===== src/rtl/ex_stage.sv =====
// ex_stage: pipeline execute stage between the ID/EX and EX/MEM latches.
// It forwards operands from EX/MEM and MEM/WB, runs the ALU and registers
// the result, store data, destination and controls into EX/MEM.
// Optional feature macro: EX_MULT_EN builds the iterative shift-add
// multiplier (funct 0x18) together with its upstream stall. Without it,
// funct 0x18 behaves as an unknown funct: result 0, latency 1, no stall.
module ex_stage #(
    parameter int W       = 32,
    parameter int MUL_CYC = 32
) (
    input  logic         i_clk,
    input  logic         i_rst_n,
    input  logic         i_flush,
    input  logic [4:0]   i_rs,
    input  logic [4:0]   i_rt,
    input  logic [4:0]   i_rd,
    input  logic         i_regdst,
    input  logic         i_memread,
    input  logic         i_memtoreg,
    input  logic         i_memwrite,
    input  logic         i_alusrc,
    input  logic         i_regwrite,
    input  logic [1:0]   i_aluop,
    input  logic [W-1:0] i_immediate,
    input  logic [W-1:0] i_read1,
    input  logic [W-1:0] i_read2,
    input  logic         i_wb_regwrite,
    input  logic [4:0]   i_wb_rd,
    input  logic [W-1:0] i_wb_data,
    output logic [W-1:0] o_alu_out,
    output logic [W-1:0] o_wdata_out,
    output logic [4:0]   o_dst_out,
    output logic         o_memreadout,
    output logic         o_memtoregout,
    output logic         o_memwriteout,
    output logic         o_regwriteout,
    output logic         o_zero_out,
    output logic         o_stall
);

    localparam logic [5:0] FN_ADD = 6'h20;
    localparam logic [5:0] FN_SUB = 6'h22;
    localparam logic [5:0] FN_AND = 6'h24;
    localparam logic [5:0] FN_OR  = 6'h25;
    localparam logic [5:0] FN_SLT = 6'h2A;

    // EX/MEM latch
    logic [W-1:0] r_alu_out;
    logic [W-1:0] r_wdata_out;
    logic [4:0]   r_dst_out;
    logic         r_memreadout;
    logic         r_memtoregout;
    logic         r_memwriteout;
    logic         r_regwriteout;
    logic         r_zero_out;

    logic [W-1:0] w_fwd_a;
    logic [W-1:0] w_fwd_b;
    logic [W-1:0] w_alu_b;
    logic [W-1:0] w_alu_res;
    logic [W-1:0] w_result;
    logic [5:0]   w_funct;
    logic         w_stall;
    logic         w_load;

    assign w_funct = i_immediate[5:0];

    // Operand A forwarding: the younger EX/MEM result beats MEM/WB; $0 never forwards
    always_comb begin
        w_fwd_a = i_read1;
        if (r_regwriteout && (r_dst_out != 5'd0) && (r_dst_out == i_rs)) begin
            w_fwd_a = r_alu_out;
        end else if (i_wb_regwrite && (i_wb_rd != 5'd0) && (i_wb_rd == i_rs)) begin
            w_fwd_a = i_wb_data;
        end else begin
            w_fwd_a = i_read1;
        end
    end

    // Operand B forwarding, same priority as operand A
    always_comb begin
        w_fwd_b = i_read2;
        if (r_regwriteout && (r_dst_out != 5'd0) && (r_dst_out == i_rt)) begin
            w_fwd_b = r_alu_out;
        end else if (i_wb_regwrite && (i_wb_rd != 5'd0) && (i_wb_rd == i_rt)) begin
            w_fwd_b = i_wb_data;
        end else begin
            w_fwd_b = i_read2;
        end
    end

    assign w_alu_b = i_alusrc ? i_immediate : w_fwd_b;

    // Single-cycle ALU; mult and unknown functs produce 0 here
    always_comb begin
        w_alu_res = {W{1'b0}};
        case (i_aluop)
            2'b00: w_alu_res = w_fwd_a + w_alu_b;
            2'b01: w_alu_res = w_fwd_a - w_alu_b;
            2'b10: begin
                case (w_funct)
                    FN_ADD: w_alu_res = w_fwd_a + w_alu_b;
                    FN_SUB: w_alu_res = w_fwd_a - w_alu_b;
                    FN_AND: w_alu_res = w_fwd_a & w_alu_b;
                    FN_OR:  w_alu_res = w_fwd_a | w_alu_b;
                    FN_SLT: begin
                        if ($signed(w_fwd_a) < $signed(w_alu_b)) begin
                            w_alu_res = {{(W-1){1'b0}}, 1'b1};
                        end else begin
                            w_alu_res = {W{1'b0}};
                        end
                    end
                    default: w_alu_res = {W{1'b0}};
                endcase
            end
            2'b11: w_alu_res = w_fwd_a | w_alu_b;
            default: w_alu_res = {W{1'b0}};
        endcase
    end

`ifdef EX_MULT_EN
    localparam int CW = (MUL_CYC > 1) ? $clog2(MUL_CYC) : 1;
    localparam logic [5:0] FN_MUL = 6'h18;

    typedef enum logic [1:0] {
        ST_IDLE = 2'd0,
        ST_BUSY = 2'd1,
        ST_DONE = 2'd2
    } mul_state_t;

    mul_state_t   r_state;
    logic [CW-1:0] r_cnt;
    logic [W-1:0] r_mcand;
    logic [W-1:0] r_mplier;
    logic [W-1:0] r_prod;
    logic         w_mul_dec;
    logic         w_mul_done;

    assign w_mul_dec = (i_aluop == 2'b10) && (w_funct == FN_MUL);

    // Stall while a multiply is starting or iterating; flush releases it at once
    always_comb begin
        w_stall    = 1'b0;
        w_mul_done = 1'b0;
        case (r_state)
            ST_IDLE: w_stall    = w_mul_dec && !i_flush;
            ST_BUSY: w_stall    = !i_flush;
            ST_DONE: w_mul_done = !i_flush;
            default: w_stall    = 1'b0;
        endcase
    end

    // Multiplier FSM: latch forwarded operands, one shift-add per BUSY cycle
    always_ff @(posedge i_clk) begin
        if (!i_rst_n) begin
            r_state  <= ST_IDLE;
            r_cnt    <= {CW{1'b0}};
            r_mcand  <= {W{1'b0}};
            r_mplier <= {W{1'b0}};
            r_prod   <= {W{1'b0}};
        end else begin
            case (r_state)
                ST_IDLE: begin
                    if (w_mul_dec && !i_flush) begin
                        r_state  <= ST_BUSY;
                        r_cnt    <= {CW{1'b0}};
                        r_mcand  <= w_fwd_a;
                        r_mplier <= w_fwd_b;
                        r_prod   <= {W{1'b0}};
                    end else begin
                        r_state <= ST_IDLE;
                    end
                end
                ST_BUSY: begin
                    if (i_flush) begin
                        r_state <= ST_IDLE;
                        r_cnt   <= {CW{1'b0}};
                    end else begin
                        if (r_mplier[0]) begin
                            r_prod <= r_prod + r_mcand;
                        end else begin
                            r_prod <= r_prod;
                        end
                        r_mcand  <= {r_mcand[W-2:0], 1'b0};
                        r_mplier <= {1'b0, r_mplier[W-1:1]};
                        if (r_cnt == CW'(MUL_CYC - 1)) begin
                            r_state <= ST_DONE;
                            r_cnt   <= {CW{1'b0}};
                        end else begin
                            r_cnt <= r_cnt + {{(CW-1){1'b0}}, 1'b1};
                        end
                    end
                end
                ST_DONE: begin
                    r_state <= ST_IDLE;
                end
                default: begin
                    r_state <= ST_IDLE;
                    r_cnt   <= {CW{1'b0}};
                end
            endcase
        end
    end

    assign w_result = w_mul_done ? r_prod : w_alu_res;
`else
    assign w_stall  = 1'b0;
    assign w_result = w_alu_res;
`endif

    assign w_load = !w_stall && !i_flush;

    // EX/MEM latch: load on a normal cycle, otherwise insert a bubble holding data
    always_ff @(posedge i_clk) begin
        if (!i_rst_n) begin
            r_alu_out     <= {W{1'b0}};
            r_wdata_out   <= {W{1'b0}};
            r_dst_out     <= 5'd0;
            r_memreadout  <= 1'b0;
            r_memtoregout <= 1'b0;
            r_memwriteout <= 1'b0;
            r_regwriteout <= 1'b0;
            r_zero_out    <= 1'b0;
        end else if (w_load) begin
            r_alu_out     <= w_result;
            r_wdata_out   <= w_fwd_b;
            r_dst_out     <= i_regdst ? i_rd : i_rt;
            r_memreadout  <= i_memread;
            r_memtoregout <= i_memtoreg;
            r_memwriteout <= i_memwrite;
            r_regwriteout <= i_regwrite;
            r_zero_out    <= (w_result == {W{1'b0}});
        end else begin
            r_memreadout  <= 1'b0;
            r_memtoregout <= 1'b0;
            r_memwriteout <= 1'b0;
            r_regwriteout <= 1'b0;
        end
    end

    assign o_alu_out     = r_alu_out;
    assign o_wdata_out   = r_wdata_out;
    assign o_dst_out     = r_dst_out;
    assign o_memreadout  = r_memreadout;
    assign o_memtoregout = r_memtoregout;
    assign o_memwriteout = r_memwriteout;
    assign o_regwriteout = r_regwriteout;
    assign o_zero_out    = r_zero_out;
    assign o_stall       = w_stall;

endmodule


===== config.mk =====
export PLATFORM = sky130hd
export DESIGN_NAME = ex_stage
export DESIGN_NICKNAME = d
export VERILOG_FILES = /design/src/rtl/ex_stage.sv
export SDC_FILE = /design/constraint.sdc
export NUM_CORES = 1
export LEC_CHECK = 0
export CORE_MARGIN = 2
export CORE_UTILIZATION = 50
export CTS_CLUSTER_DIAMETER = 40
export DETAILED_ROUTE_END_ITERATION = 10
export DONT_BUFFER_PORTS = 1
export PLACE_DENSITY = 0.69
export SYNTH_ARGS = -nofsm -noshare
export SYNTH_HDL_FRONTEND = slang
export SYNTH_SLANG_ARGS = --single-unit
export TNS_END_PERCENT = 10

===== constraint.sdc =====
create_clock -name i_clk -period 5.3 [get_ports i_clk]
set_clock_uncertainty 0.05 [all_clocks]
set_input_delay 0.53 -clock i_clk [delete_from_list [all_inputs] [get_ports i_clk]]
set_output_delay 0.53 -clock i_clk [all_outputs]
set_load 0.005 [all_outputs]

# Yosys cells after proc, flatten, opt, wreduce, memory -nomap -nowiden
# Index checks and enable logic that the tools add are counted.
[totals] elab_cells=46 out_inout_bits=75 regBits=74
[op_classes] n_reduce_logical=11 bitwise_logic=3 add_sub_neg=2 magnitude_cmp=1 muxes=9 n_eq_ne=12
[op_table] op="$mux W32" count=5
[op_table] op="$pmux W32 S5" count=1
[op_table] op="$pmux W32 S4" count=1
[op_table] op="$add A32 B32 Y32" count=1
[op_table] op="$and A32 B32 Y32" count=1
[op_table] op="$logic_not A32 Y1" count=1
[op_table] op="$lt A32 B32 Y1" count=1
[op_table] op="$or A32 B32 Y32" count=1
[op_table] op="$sub A32 B32 Y32" count=1
[op_table] op="$eq A6 B6 Y1 const B" count=5
[op_table] op="$eq A5 B5 Y1" count=4
[op_table] op="$reduce_bool A5 Y1" count=2
[op_table] op="$logic_and A1 B1 Y1" count=6
[op_table] op="$mux W5" count=1
[op_table] op="$eq A2 B2 Y1 const B" count=2
[op_table] op="$eq A2 B1 Y1 const B" count=1
[op_table] op="$logic_not A2 Y1" count=1
[op_table] op="$reduce_or A2 Y1" count=1
[op_table] op="$mux W1" count=1
[op_table] op="$not A1 Y1" count=1

# Logic depth before layout (Yosys ltp)
[depth] depth_word=11 mapped_depth=21 ltp_nobuf=20

# Least setup slack after synthesis
# No wires, ideal clock.
[synth_timing] kind="input-to-reg" start="input i_wb_rd[4]" end="register r_zero_out (netlist: o_zero_out)" slack_ps=-216 t_required_ps=5183 path_buffers=1 t_arrival_ps=5399 cell_stages=20 path_cell_list="xnor2_1 -> nand3_1 -> nor4_1 -> clkbuf_1 -> mux2i_1 -> o21ai_0 -> mux2_2 -> ha_1 -> fa_1 -> a21o_1 -> a221oi_1 -> nand2b_1 -> and3_1 -> o32a_1 -> nor4_1 -> and4_1 -> and3_1 -> o2111a_1 -> nand4b_1 -> o21ai_2"
[synth_between] elab_chain_cells=11
[synth_lines] item="start, declared" line="28" text="input logic [4:0] i_wb_rd,"
[synth_lines] item="$reduce_bool A5 Y1" line="73, 85"
[synth_lines] item="$logic_and A1 B1 Y1" line="73, 85"
[synth_lines] item="$logic_and A1 B1 Y1" line="85" text="end else if (i_wb_regwrite && (i_wb_rd != 5'd0) && (i_wb_rd == i_rt)) begin"
[synth_lines] item="$mux W32" line="85"
[synth_lines] item="$mux W32" line="83" text="if (r_regwriteout && (r_dst_out != 5'd0) && (r_dst_out == i_rt)) begin"
[synth_lines] item="$mux W32" line="92" text="assign w_alu_b = i_alusrc ? i_immediate : w_fwd_b;"
[synth_lines] item="$lt A32 B32 Y1" line="107" text="if ($signed(w_fwd_a) < $signed(w_alu_b)) begin"
[synth_lines] item="$mux W1" line="107"
[synth_lines] item="$pmux W32 S5" line="101" text="case (w_funct)"
[synth_lines] item="$pmux W32 S4 *" line="97" text="case (i_aluop)"
[synth_lines] item="$logic_not A32 Y1 *" line="232" text="r_zero_out <= (w_result == {W{1'b0}});"
[synth_lines] item="end signal, assigned" line="232"
[synth_lines] item="end, declared" line="55" text="logic r_zero_out;"
# Every way passes the cells marked *; elsewhere a longest branch is shown, timed or not.
# A chain may end at the register's enable or synchronous reset.

# Final worst setup path
[layout_timing] start="register r_dst_out[0] (netlist: o_dst_out[0])" end="register r_alu_out[26] (netlist: o_alu_out[26])"
[layout_between] elab_chain_cells=8
[layout_lines] item="start, declared" line="50" text="logic [4:0] r_dst_out;"
[layout_lines] item="start signal, assigned" line="227" text="r_dst_out <= i_regdst ? i_rd : i_rt;"
[layout_lines] item="$reduce_bool A5 Y1" line="71, 83"
[layout_lines] item="$logic_and A1 B1 Y1" line="71, 83"
[layout_lines] item="$logic_and A1 B1 Y1" line="83"
[layout_lines] item="$mux W32" line="83"
[layout_lines] item="$mux W32" line="92"
[layout_lines] item="$sub A32 B32 Y32 (tied with other cells)" line="99, 103"
[layout_lines] item="$pmux W32 S5" line="101"
[layout_lines] item="$pmux W32 S4 *" line="97"
[layout_lines] item="end signal, assigned" line="216" text="r_alu_out <= {W{1'b0}};"
[layout_lines] item="end signal, assigned" line="225" text="r_alu_out <= w_result;"
[layout_lines] item="end, declared" line="48" text="logic [W-1:0] r_alu_out;"
# Marked as above.

==> impl_metrics.tcl <==
set metrics [dict create \
    grt_pass1_wl_um 66850 \
    irDropWorstVdd_mv 0.1602 \
    cts_tree "built" \
    clk_latency_ns 0.34 \
    avgSynthCellArea_sq_um 7.270 \
    dr.pass1.iters 6 \
    die_h_um 149.6 \
    wire_per_inst_um 23.34 \
    overflow 0 \
    period_needed_ns 5.192 \
    synthArstFlopShare 0 \
    max_slew_margin 0.2110 \
    cts_buffers 9 \
    synth-seq-area-share 0.1398 \
    rows 53 \
    setup_slack_ns 0.1078 \
    ys_ff_latch 74 \
    path_clk_slew_ns 0.07 \
    final_cell_mix "buf_4 (282), nand2_1 (168), mux2i_1 (109), o21ai_0 (108), inv_1 (99)" \
    outcome "complete, no violations" \
    yosys_warnings 0 \
    synth_nets 1716 \
    p_leak_uw 0.005861 \
    path_class "reg -> reg" \
    place.gp.congestion 1.029 \
    num-nets-final 1927 \
    drt_iter0_drc 1181 \
    startpoint_type "register" \
    viasPerCell 6.325 \
    vias 12327 \
    grt_pass1_vias 11991 \
    start_util 0.5075 \
    endpoint_kind "register" \
    htreeDepth 3 \
    hold_class "in -> reg" \
    io_buffers 0 \
    syn_inst 1458 \
    gr-usage-all-layers 0.3875 \
    synth_ff_type "dfxtp_1" \
    cts-hold-fix-buffers 0 \
    synth_edf_count 0 \
    finalHoldViolations 0 \
    fmax_ghz 0.1926 \
    wl_um 45490 \
    final_common_cell "buf_4" \
    tightestPinTransition_ns 1.171 \
    die_w_um 149.6 \
    ios 235 \
    clock-sinks 74 \
    setup_viol 0 \
    grt_max_degree 73 \
    final_max_slew_viol_count 0 \
    hold_slack_ns 0.2596 \
    synthesis.area_sq_um 10600 \
    clockBufferDepth 2 \
    drive_gt1_frac 0.2624 \
    drc 0 \
    power_density_nw_per_um2 223.0 \
    period_share 0.9797 \
    arrival_ns 5.42 \
    post-place-ws_ns -0.8026 \
    root_buffer "clkbuf_16" \
    die_area_sq_um 22380 \
    synthToLayoutAreaGrowth_pct 28.79 \
    crit_required_ns 5.53 \
    antenna_found_initial 1 \
    drtAntennaViolNets 0 \
    hpwl_um 35820 \
    grt_setup_unrepaired "yes" \
    fill_cells 1880 \
    coreArea_sq_um 20890 \
    crit_fanout 24 \
    drv_cap 0 \
    yosysUniqueCellTypes 96 \
]
## critical path, cell delays in order (launching register included)
cell and delay, ns:
dfxtp_1 0.34, or4_4 0.55, o21ai_4 0.19, buf_4 0.14, nor4_4 0.05, buf_12 0.16
o21ai_0 0.56, buf_4 0.23, ha_1 0.22, a21oi_1 0.12, o31ai_1 0.44, a211oi_2 0.14
buf_4 0.19, buf_4 0.14, nor4_2 0.23, buf_4 0.17, nor2_2 0.05, xnor2_1 0.15
a21o_1 0.16, a21oi_1 0.09, buf_4 0.14, nor3_1 0.40, a21oi_1 0.08, nor2b_1 0.12
## registers in the layout (all words and copies together), names as in the netlist
signal         count
o_alu_out         32
o_wdata_out       32
o_dst_out          5
o_memreadout       1
o_memtoregout      1
o_memwriteout      1
o_regwriteout      1
o_zero_out         1
## what timing repair did
action | 4_1_cts | 5_1_grt
setup buffers | 4 | 5
endpoints found under the setup margin | 12 | 13
pin swaps | 4 | 23
resized for setup | 41 | 79
## logic make-up (layout without fill, tap and decap cells)
family | Yosys count | in the layout | share of synthesized area
other cells | 1 | 2 | 0.0003538
xor+xnor | 63 | 63 | 0.05205
buf+inv | 190 | 405 | 0.07932
flops | 74 | 74 | 0.1398
compound gates | 430 | 430 | 0.2617
fa+ha+maj | 98 | 98 | 0.1171
mux | 143 | 143 | 0.1388
simple gates | 459 | 459 | 0.2109
## cells in the mapped netlist (all sizes together) (12+ instances only)
library cell | n | share of area
o31ai | 14 | 0.0099
xor2 | 14 | 0.012
and2 | 20 | 0.012
nand4 | 13 | 0.0077
nor3 | 20 | 0.0094
nand2 | 168 | 0.059
a21oi | 104 | 0.049
buf | 21 | 0.011
mux2 | 32 | 0.034
nor2b | 49 | 0.029
nor2 | 97 | 0.036
mux2i | 111 | 0.10
xnor2 | 49 | 0.040
o211a | 12 | 0.011
nand3 | 23 | 0.011
o21ai | 141 | 0.067
a211oi | 17 | 0.013
a21o | 17 | 0.012
clkbuf | 66 | 0.031
inv | 101 | 0.036
nor4 | 18 | 0.011
ha | 96 | 0.11
dfxtp | 74 | 0.14
a31oi | 13 | 0.0077
## layer usage
| layer | wire (um) | GRT usage | vias to the layer above |
|---|---|---|---|
| met5 | 0 | 0 | - |
| met4 | 3474 | 0.2510 | 0 |
| met3 | 4105 | 0.07134 | 209 |
| met2 | 20730 | 0.6367 | 751 |
| met1 | 17170 | 0.4630 | 5753 |
| li1 | - | - | 5614 |
## power breakdown
group / switching (uW) / total, uW / internal, uW
clock: 274 / 735 / 461
combinational: 879 / 1650 / 772
sequential: 57.8 / 659 / 602
## metrics by stage
step / power [uW] / cell area (sq um) / instances / util / TNS [ns]
floorplan: 1544 / 10610 / 1458 / - / 0
global placement: 2145 / 12700 / 1925 / 0.6078 / -6.522
detailed placement: 2160 / 12700 / 1925 / 0.6078 / -8.576
CTS: 2921 / 13240 / 1944 / 0.6336 / 0
global route: 3185 / 13650 / 1948 / 0.6534 / -0.1220
finish: 3045 / 13650 / 1949 / 0.6535 / 0
## final cells by class
class                           count  area (sq um)  area share
Inverter                          102         382.9     0.02805
Clock buffer                        9         225.2     0.01650
Clock inverter                      6         115.1    0.008432
Timing Repair Buffer              288          2237      0.1639
Sequential cell                    74          1483      0.1086
Tap cell                          275         344.1     0.02520
Multi-Input combinational cell   1194          8862      0.6492
Antenna cell                        1         2.502   0.0001833
## worst paths after layout
check                start            end  slack (ns)  depth (start not counted)
min reg2reg  o_alu_out[28]  o_alu_out[28]        0.49                          2
max reg2reg   o_dst_out[0]  o_alu_out[26]        0.11                         23
max           o_dst_out[0]  o_alu_out[26]        0.11                         23
min             i_memtoreg  o_memtoregout        0.26                          1
Power figures use the tool's default switching activity.
